$ cat config.mk
export PLATFORM = sky130hd
export DESIGN_NAME = evt_decoder_pipe
export DESIGN_NICKNAME = d
export VERILOG_FILES = /design/src/rtl/evt_decoder_pipe.sv
export SDC_FILE = /design/constraint.sdc
export NUM_CORES = 1
export LEC_CHECK = 0
export ABC_AREA = 1
export BUFFER_PORTS_ARGS = -buffer_cell sky130_fd_sc_hd__buf_4
export CORE_ASPECT_RATIO = 2
export CORE_UTILIZATION = 55
export CTS_CLUSTER_DIAMETER = 30
export CTS_CLUSTER_SIZE = 20
export DETAILED_ROUTE_END_ITERATION = 6
export PLACE_DENSITY_LB_ADDON = 0.25
export SLEW_MARGIN = 5
export SYNTH_ARGS = -nofsm -noshare
export SYNTH_HDL_FRONTEND = slang
export SYNTH_SLANG_ARGS = --single-unit
$ cat constraint.sdc
create_clock -name clk_i -period 3.1 [get_ports clk_i]
set_input_delay 0.155 -clock clk_i [delete_from_list [all_inputs] [get_ports clk_i]]
set_output_delay 0.155 -clock clk_i [all_outputs]
set_load 0.005 [all_outputs]
$ cat src/rtl/evt_decoder_pipe.sv
// evt_decoder_pipe
// Registered event-to-datapath decoder. Each accepted spike event has its
// operation translated through a runtime-programmable map table. The map can
// either produce a datapath op or discard the event. Surviving events pass
// through a 2-entry buffer that has valid/ready handshakes on both sides.
// Saturating per-operation and drop counters run alongside.
//
// The buffer is a head register plus one tail (skid) register:
//   - The head register drives the dp_* outputs directly, so those outputs
//     are registered.
//   - When the head is popped and nothing replaces it, the head keeps its
//     last contents.
// evt_ready_o depends only on registered occupancy, so no combinational
// path exists from dp_ready_i to evt_ready_o.

module evt_decoder_pipe #(
    parameter int OP_W      = 3,
    parameter int DPOP_W    = 3,
    parameter int PAYLOAD_W = 32,
    parameter int CNT_W     = 16
) (
    input  logic                 clk_i,
    input  logic                 rst_i,
    input  logic                 cfg_map_we_i,
    input  logic [OP_W-1:0]      cfg_map_addr_i,
    input  logic [DPOP_W:0]      cfg_map_data_i,
    input  logic                 cfg_cnt_clr_i,
    input  logic                 evt_valid_i,
    output logic                 evt_ready_o,
    input  logic [OP_W-1:0]      evt_op_i,
    input  logic [PAYLOAD_W-1:0] evt_payload_i,
    output logic                 dp_valid_o,
    input  logic                 dp_ready_i,
    output logic [DPOP_W-1:0]    dp_op_o,
    output logic [PAYLOAD_W-1:0] dp_payload_o,
    input  logic [OP_W-1:0]      cnt_sel_i,
    output logic [CNT_W-1:0]     cnt_o,
    output logic [CNT_W-1:0]     drop_cnt_o,
    output logic                 busy_o
);

    localparam int              MAP_N   = 2 ** OP_W;
    localparam logic [CNT_W-1:0] CNT_MAX = {CNT_W{1'b1}};

    // Map table: bit DPOP_W is the drop flag, the low bits are the datapath op.
    logic [DPOP_W:0]      map_r [MAP_N];

    // Head entry (drives the outputs) and tail entry of the 2-deep buffer.
    logic                 head_valid_r;
    logic [DPOP_W-1:0]    head_op_r;
    logic [PAYLOAD_W-1:0] head_payload_r;
    logic                 tail_valid_r;
    logic [DPOP_W-1:0]    tail_op_r;
    logic [PAYLOAD_W-1:0] tail_payload_r;

    // Statistics counters.
    logic [CNT_W-1:0]     op_cnt_r [MAP_N];
    logic [CNT_W-1:0]     drop_cnt_r;

    // Per-cycle decode of the handshake and map lookup.
    logic [DPOP_W:0]      map_entry_s;
    logic                 evt_ready_s;
    logic                 accept_s;
    logic                 push_s;
    logic                 drop_evt_s;
    logic                 pop_s;

    // Handshake decode.
    // The lookup reads the registered map, so a same-cycle cfg write is not
    // yet visible (read-before-write). Every qualifier includes evt_valid_i,
    // so op/payload are don't-care while the input is idle.
    always_comb begin
        map_entry_s = map_r[evt_op_i];
        evt_ready_s = !(head_valid_r && tail_valid_r);
        pop_s       = head_valid_r && dp_ready_i;
        if (evt_valid_i && evt_ready_s) begin
            accept_s   = 1'b1;
            push_s     = !map_entry_s[DPOP_W];
            drop_evt_s = map_entry_s[DPOP_W];
        end else begin
            accept_s   = 1'b0;
            push_s     = 1'b0;
            drop_evt_s = 1'b0;
        end
    end

    // Map table.
    // Reset loads identity (truncating or zero-extending the index).
    // Otherwise the table takes cfg writes.
    always_ff @(posedge clk_i) begin
        if (rst_i) begin
            for (int k = 0; k < MAP_N; k++) begin
                map_r[k] <= {1'b0, DPOP_W'(k)};
            end
        end else if (cfg_map_we_i) begin
            map_r[cfg_map_addr_i] <= cfg_map_data_i;
        end else begin
            map_r <= map_r;
        end
    end

    // Two-entry buffer. A push while the tail is occupied cannot occur,
    // because evt_ready_s is low whenever both entries are full.
    always_ff @(posedge clk_i) begin
        if (rst_i) begin
            head_valid_r   <= 1'b0;
            head_op_r      <= {DPOP_W{1'b0}};
            head_payload_r <= {PAYLOAD_W{1'b0}};
            tail_valid_r   <= 1'b0;
            tail_op_r      <= {DPOP_W{1'b0}};
            tail_payload_r <= {PAYLOAD_W{1'b0}};
        end else if (!head_valid_r || pop_s) begin
            // The head slot is free this cycle: refill from the tail first
            // (oldest event), otherwise from the incoming event.
            if (tail_valid_r) begin
                head_valid_r   <= 1'b1;
                head_op_r      <= tail_op_r;
                head_payload_r <= tail_payload_r;
                tail_valid_r   <= 1'b0;
            end else if (push_s) begin
                head_valid_r   <= 1'b1;
                head_op_r      <= map_entry_s[DPOP_W-1:0];
                head_payload_r <= evt_payload_i;
            end else begin
                // Drained: the data fields keep their last emitted values.
                head_valid_r   <= 1'b0;
            end
        end else if (push_s) begin
            // The head is stalled downstream, so park the new event in the tail.
            tail_valid_r   <= 1'b1;
            tail_op_r      <= map_entry_s[DPOP_W-1:0];
            tail_payload_r <= evt_payload_i;
        end else begin
            tail_valid_r   <= tail_valid_r;
        end
    end

    // Saturating statistics counters.
    // A clear wins over a same-cycle increment.
    always_ff @(posedge clk_i) begin
        if (rst_i || cfg_cnt_clr_i) begin
            for (int k = 0; k < MAP_N; k++) begin
                op_cnt_r[k] <= {CNT_W{1'b0}};
            end
            drop_cnt_r <= {CNT_W{1'b0}};
        end else begin
            for (int k = 0; k < MAP_N; k++) begin
                if (accept_s && (evt_op_i == OP_W'(k)) && (op_cnt_r[k] != CNT_MAX)) begin
                    op_cnt_r[k] <= op_cnt_r[k] + CNT_W'(1);
                end else begin
                    op_cnt_r[k] <= op_cnt_r[k];
                end
            end
            if (drop_evt_s && (drop_cnt_r != CNT_MAX)) begin
                drop_cnt_r <= drop_cnt_r + CNT_W'(1);
            end else begin
                drop_cnt_r <= drop_cnt_r;
            end
        end
    end

    assign evt_ready_o  = evt_ready_s;
    assign dp_valid_o   = head_valid_r;
    assign dp_op_o      = head_op_r;
    assign dp_payload_o = head_payload_r;
    assign busy_o       = head_valid_r;
    assign cnt_o        = op_cnt_r[cnt_sel_i];
    assign drop_cnt_o   = drop_cnt_r;

endmodule

# Word-level counts from Yosys, hierarchy flattened
# Memories as Yosys holds them, arrays and structs flattened.
# Index checks and enable logic that the tools add are counted.
dict set report word_totals {
  output_inout_bits 70
  input_bits 51
  ram_bits 128
  mem_count 1
  register_bits 120
  wordCells 175
}
# name words width read_ports rd_ports_with_merged_regs wr line
set mem_list {}
lappend mem_list {op_cnt_r 8 16 9 0 8 57} ;# logic [CNT_W-1:0] op_cnt_r [MAP_N];
dict set report classes {
  bitwise 19
  order_cmp 3
  reduce_logical 31
  n_eq_ne 16
  addsub 9
  muxes 81
}
# op n
set ops {}
lappend ops {{16-bit two-way mux} 16}
lappend ops {{16-bit by 1-bit adder with 16-bit output (second input constant)} 9}
lappend ops {{16-bit != test (second input constant)} 9}
lappend ops {{32-bit two-way mux} 2}
lappend ops {{1-bit two-way mux} 55}
lappend ops {{32-bit bitwise mux} 1}
lappend ops {{1-bit logical AND} 21}
lappend ops {{1-bit bitwise OR} 16}
lappend ops {{4-bit binary-select mux with 3-bit select} 1}
lappend ops {{4-bit demux with 3-bit select} 1}
lappend ops {{3-bit == test (second input constant)} 4}
lappend ops {{4-bit two-way mux} 3}
lappend ops {{4-bit greater-or-equal comparator (second input constant)} 2}
lappend ops {{3-bit inverter with 4-bit output} 2}
lappend ops {{3-bit by 2-bit == test with 1-bit output (second input constant)} 2}
lappend ops {{3-bit two-way mux} 2}
lappend ops {{4-bit by 1-bit less-than comparator with 1-bit output (second input constant)} 1}
lappend ops {{2-bit AND reduction} 2}
lappend ops {{3-bit by 1-bit == test with 1-bit output (second input constant)} 1}
lappend ops {{1-bit logical NOT} 3}
lappend ops {{3-bit logical NOT} 1}
lappend ops {{1-bit logical OR} 2}
lappend ops {{2-bit nonzero test} 1}
lappend ops {{2-bit OR reduction} 1}
lappend ops {{1-bit inverter} 1}

# Depth between registers and ports, before layout
dict set report depth {
  word_depth 11
  ltp_mapped 14
  ltp_nobuf 12
}

# Least setup slack after synthesis
# Ideal clock, no wire load.
dict set report synth_path {
  path_type {reg-to-reg}
  from {memory op_cnt_r[0][0]}
  to {memory op_cnt_r[0][0] (enable)}
  setup_slack_ps 446
  stages_incl_launch_ff 9
  path_buffers 0
  period_less_slack_ps 2654
  setup_time_ps 411
  arrival_time_ps 2243
  t_required_ps 2689
  path_cell_list {edfxtp_1 -> ha_1 -> nand2_1 -> inv_1 -> nand3_1 -> nor2_1 -> nand4_1 -> o21bai_1 -> o21ai_0}
}
# item line
set synth_lines {}
lappend synth_lines {{start: declaration} 57}

==> impl_metrics.toml <==
[job]
cap_violations = 0

[clocking]
cts-resized-gates = 0
numCtsBuffers = 35
clk_pin_slew_ps = 60
clk_latency_ps = 510
root_buffer = "clkbuf_16"
cts.htree.levels = 2
cts_sinks = 248
cts_buffer_depth = 3
cts_tree = "done"

[synthesis]
synth_cells = 1826
synth_edf_count = 128
synth_common_cells = "nand2_1 (442), nor2_1 (290), inv_1 (198)"
syn_area_mm2 = 0.0134
yosysMostFrequentCell = "nand2_1"
synth_top_area_share_pct = 28.7
syn_nets = 1886
yosysTopAreaCell = "edfxtp_1"
ys_seq_elements = 248
syn_area_per_cell_um2 = 7.34
synthTopCellsByArea = "edfxtp_1 (29%), dfxtp_1 (18%), nand2_1 (12%)"
synth_flop_cell = "edfxtp_1"
ys_warn_count = 0
synth_cell_types = 42
synth-async-reset-ratio_pct = 0
synth_seq_area_share_pct = 46.6

[sta]
layout_setup_ws_ps = 595
setup-tns-final_ps = 0
slew_headroom_pct = 39.4
drv_slew = 0
min_period_ps = 2510
tightest_slew_ps = 909
max_freq_mhz = 399
rsz0062_at_grt = "no"
hold_viol = 0
skew_ps = 15.2
finalCritPeriodShare_pct = 80.8
setup_viol = 0

[drt]
dr.pass1.iters = 7
wl_per_cell_um = 16.5
drc_errors = 1
drt_iter0_drc = 963
vias = 12756
viasPerCell = 5.62
finalWirelength_um = 37500
ant_nets = 0

[global_route]
grt_max_degree = 74
grt.met1_usage_pct = 29.1
antenna_found_initial = 0
grt-ovfl-total = 0
met3_usage_pct = 4.42
busiest_layer = "met2"
grt_pass1_wl_um = 60200
track_usage_pct = 30.2
first_global_vias = 12638
met2_usage_pct = 56.7

[layout]
multi_input_area_mm2 = 0.00602
final_core_util_pct = 66.6
nets = 2015
ff_latch_area_mm2 = 0.00625
diodes = 0
fill_cells = 2057
area_growth_pct = 19.0
drive_gt1_share_pct = 10.8

[worst_setup_path]
r2r_cells = 10
critPathLaunchType = "flip-flop"
end_kind = "flip-flop"
worst-path-max-fanout = 16
required_ps = 3200
path_delay_family = "simple AND/OR/NAND/NOR gates"
worstPathCellList = "ha_1 > nand2_1 > inv_1 > nand4_1 > nor2_1 > nand3_1 > nor2_1 > nand2_1 > o21ai_0 > nand2_1"
cp.depth = 10
cpMostUsedCell = "nand2_1"
slowest_stage = "nand2_1"
critPathBufInv = 1
cp_slowest_stage_delay_ps = 440
path_class = "flip-flop to flip-flop"
cp.arrival_ps = 2600

[die]
rows = 80
io_pins = 121
core-area_mm2 = 0.0239
die_x_um = 112
dieArea_mm2 = 0.0250
die_y_um = 223
start_util_pct = 56.0

[placement]
dpl.hpwl_um = 26100
place.gp.congestion = 0.918
io_buffer_count = 120
dp_slack_ps = 645

[power]
peakVddDrop_uv = 515
power_density_mw_per_mm2 = 552
power_leakage_uw = 0.00663

[hold_path]
hp-class = "input pin to flip-flop"
holdPathStages = 4

[run_status]
violations = "design-rule violations"
outcome = "finished with violations"
## tightest hold or removal path: stages
cell and delay (ps):
buf_4 80, nor2_1 60, inv_1 120, nor2_1 60
## layout make-up
type	count	area share, %
timing repair buffer	170	8.65
clock inverter	15	1.26
tap	287	2.25
inverter	203	4.80
multi-input combinational	1297	37.7
sequential	248	39.2
clock buffer	48	6.13
## sequential cells by signal (all words and copies together) (netlist names)
signal / flops
drop_cnt_o: 16
dp_payload_o: 32
tail_payload_r: 32
busy_o: 1
tail_valid_r: 1
tail_op_r: 3
dp_op_o: 3
map_r: 32
op_cnt_r: 128
## layer usage
metal / part of all wire, % / wire [µm] / up-vias
met5: 0 / 0 / -
met3: 5.4 / 2010 / 162
met1: 34 / 12700 / 5844
met2: 53 / 19900 / 494
li1: - / - / 6256
met4: 7.5 / 2830 / 0
## worst paths after layout
kind / startpoint / endpoint / slack [ps]
worst max-delay path: op_cnt_r[1][0]$_SDFFCE_PN0P_ / op_cnt_r[1][9]$_SDFFCE_PN0P_ / 590
worst min-delay path: dp_ready_i / tail_valid_r$_SDFFE_PP0P_ / 20
worst max register to register: op_cnt_r[1][0]$_SDFFCE_PN0P_ / op_cnt_r[1][9]$_SDFFCE_PN0P_ / 590
worst min register to register: map_r[21]$_SDFFE_PP1P_ / map_r[21]$_SDFFE_PP1P_ / 460
## report_power, final
group          internal, µW  leakage [µW]  switching, µW
clock network          2560      0.000559           1500
registers              3650       0.00240            157
logic                   357       0.00367            584
## per-stage QoR
step	instances	hold WS (ps)	total power (µW)	cell area [µm²]
final	2268	21.6	8800	15900
after global routing	2268	43.2	9080	15900
after CTS	2268	18.1	8830	15900
after detailed placement	2169	428	4760	14400
after global placement	2169	416	4740	14400
after floorplan	1826	298	4380	13400
## cells by family (layout without fill, tap and decap cells)
family / count (synthesis) / in the layout / share of synthesized area (%)
flops: 248 / 248 / 46.6
xor+xnor: 25 / 25 / 1.63
buf+inv: 281 / 436 / 8.53
simple gates: 905 / 905 / 28.2
fa+ha+maj: 9 / 9 / 0.840
compound gates: 358 / 358 / 14.2
## layout by cell type (no fill, tap or decap), types with 4 or more instances in the layout
cell type        n
nand2_1        442
nor2_1         290
inv_1          196
a21oi_1        161
o21ai_0        142
buf_4          133
edfxtp_1       128
dfxtp_1        120
nand3_1         74
nor3_1          39
clkbuf_16       37
dlygate4sd3_1   36
nand4_1         26
xor2_1          24
a31oi_1         22
a221oi_1        10
clkbuf_1        10
ha_1             9
a22oi_1          6
nor4_1           5
nor3_2           5
a211oi_1         5
o22ai_1          4
o211ai_1         4
nand2_4          4
nand3_2          4
bufinv_16        4
clkinvlp_4       4
## timing repair
action	4_1_cts	5_1_grt
endpoints found under the hold margin	86	0
setup buffers	0	0
hold buffers	36	0
(Power assumes the default switching activity.)
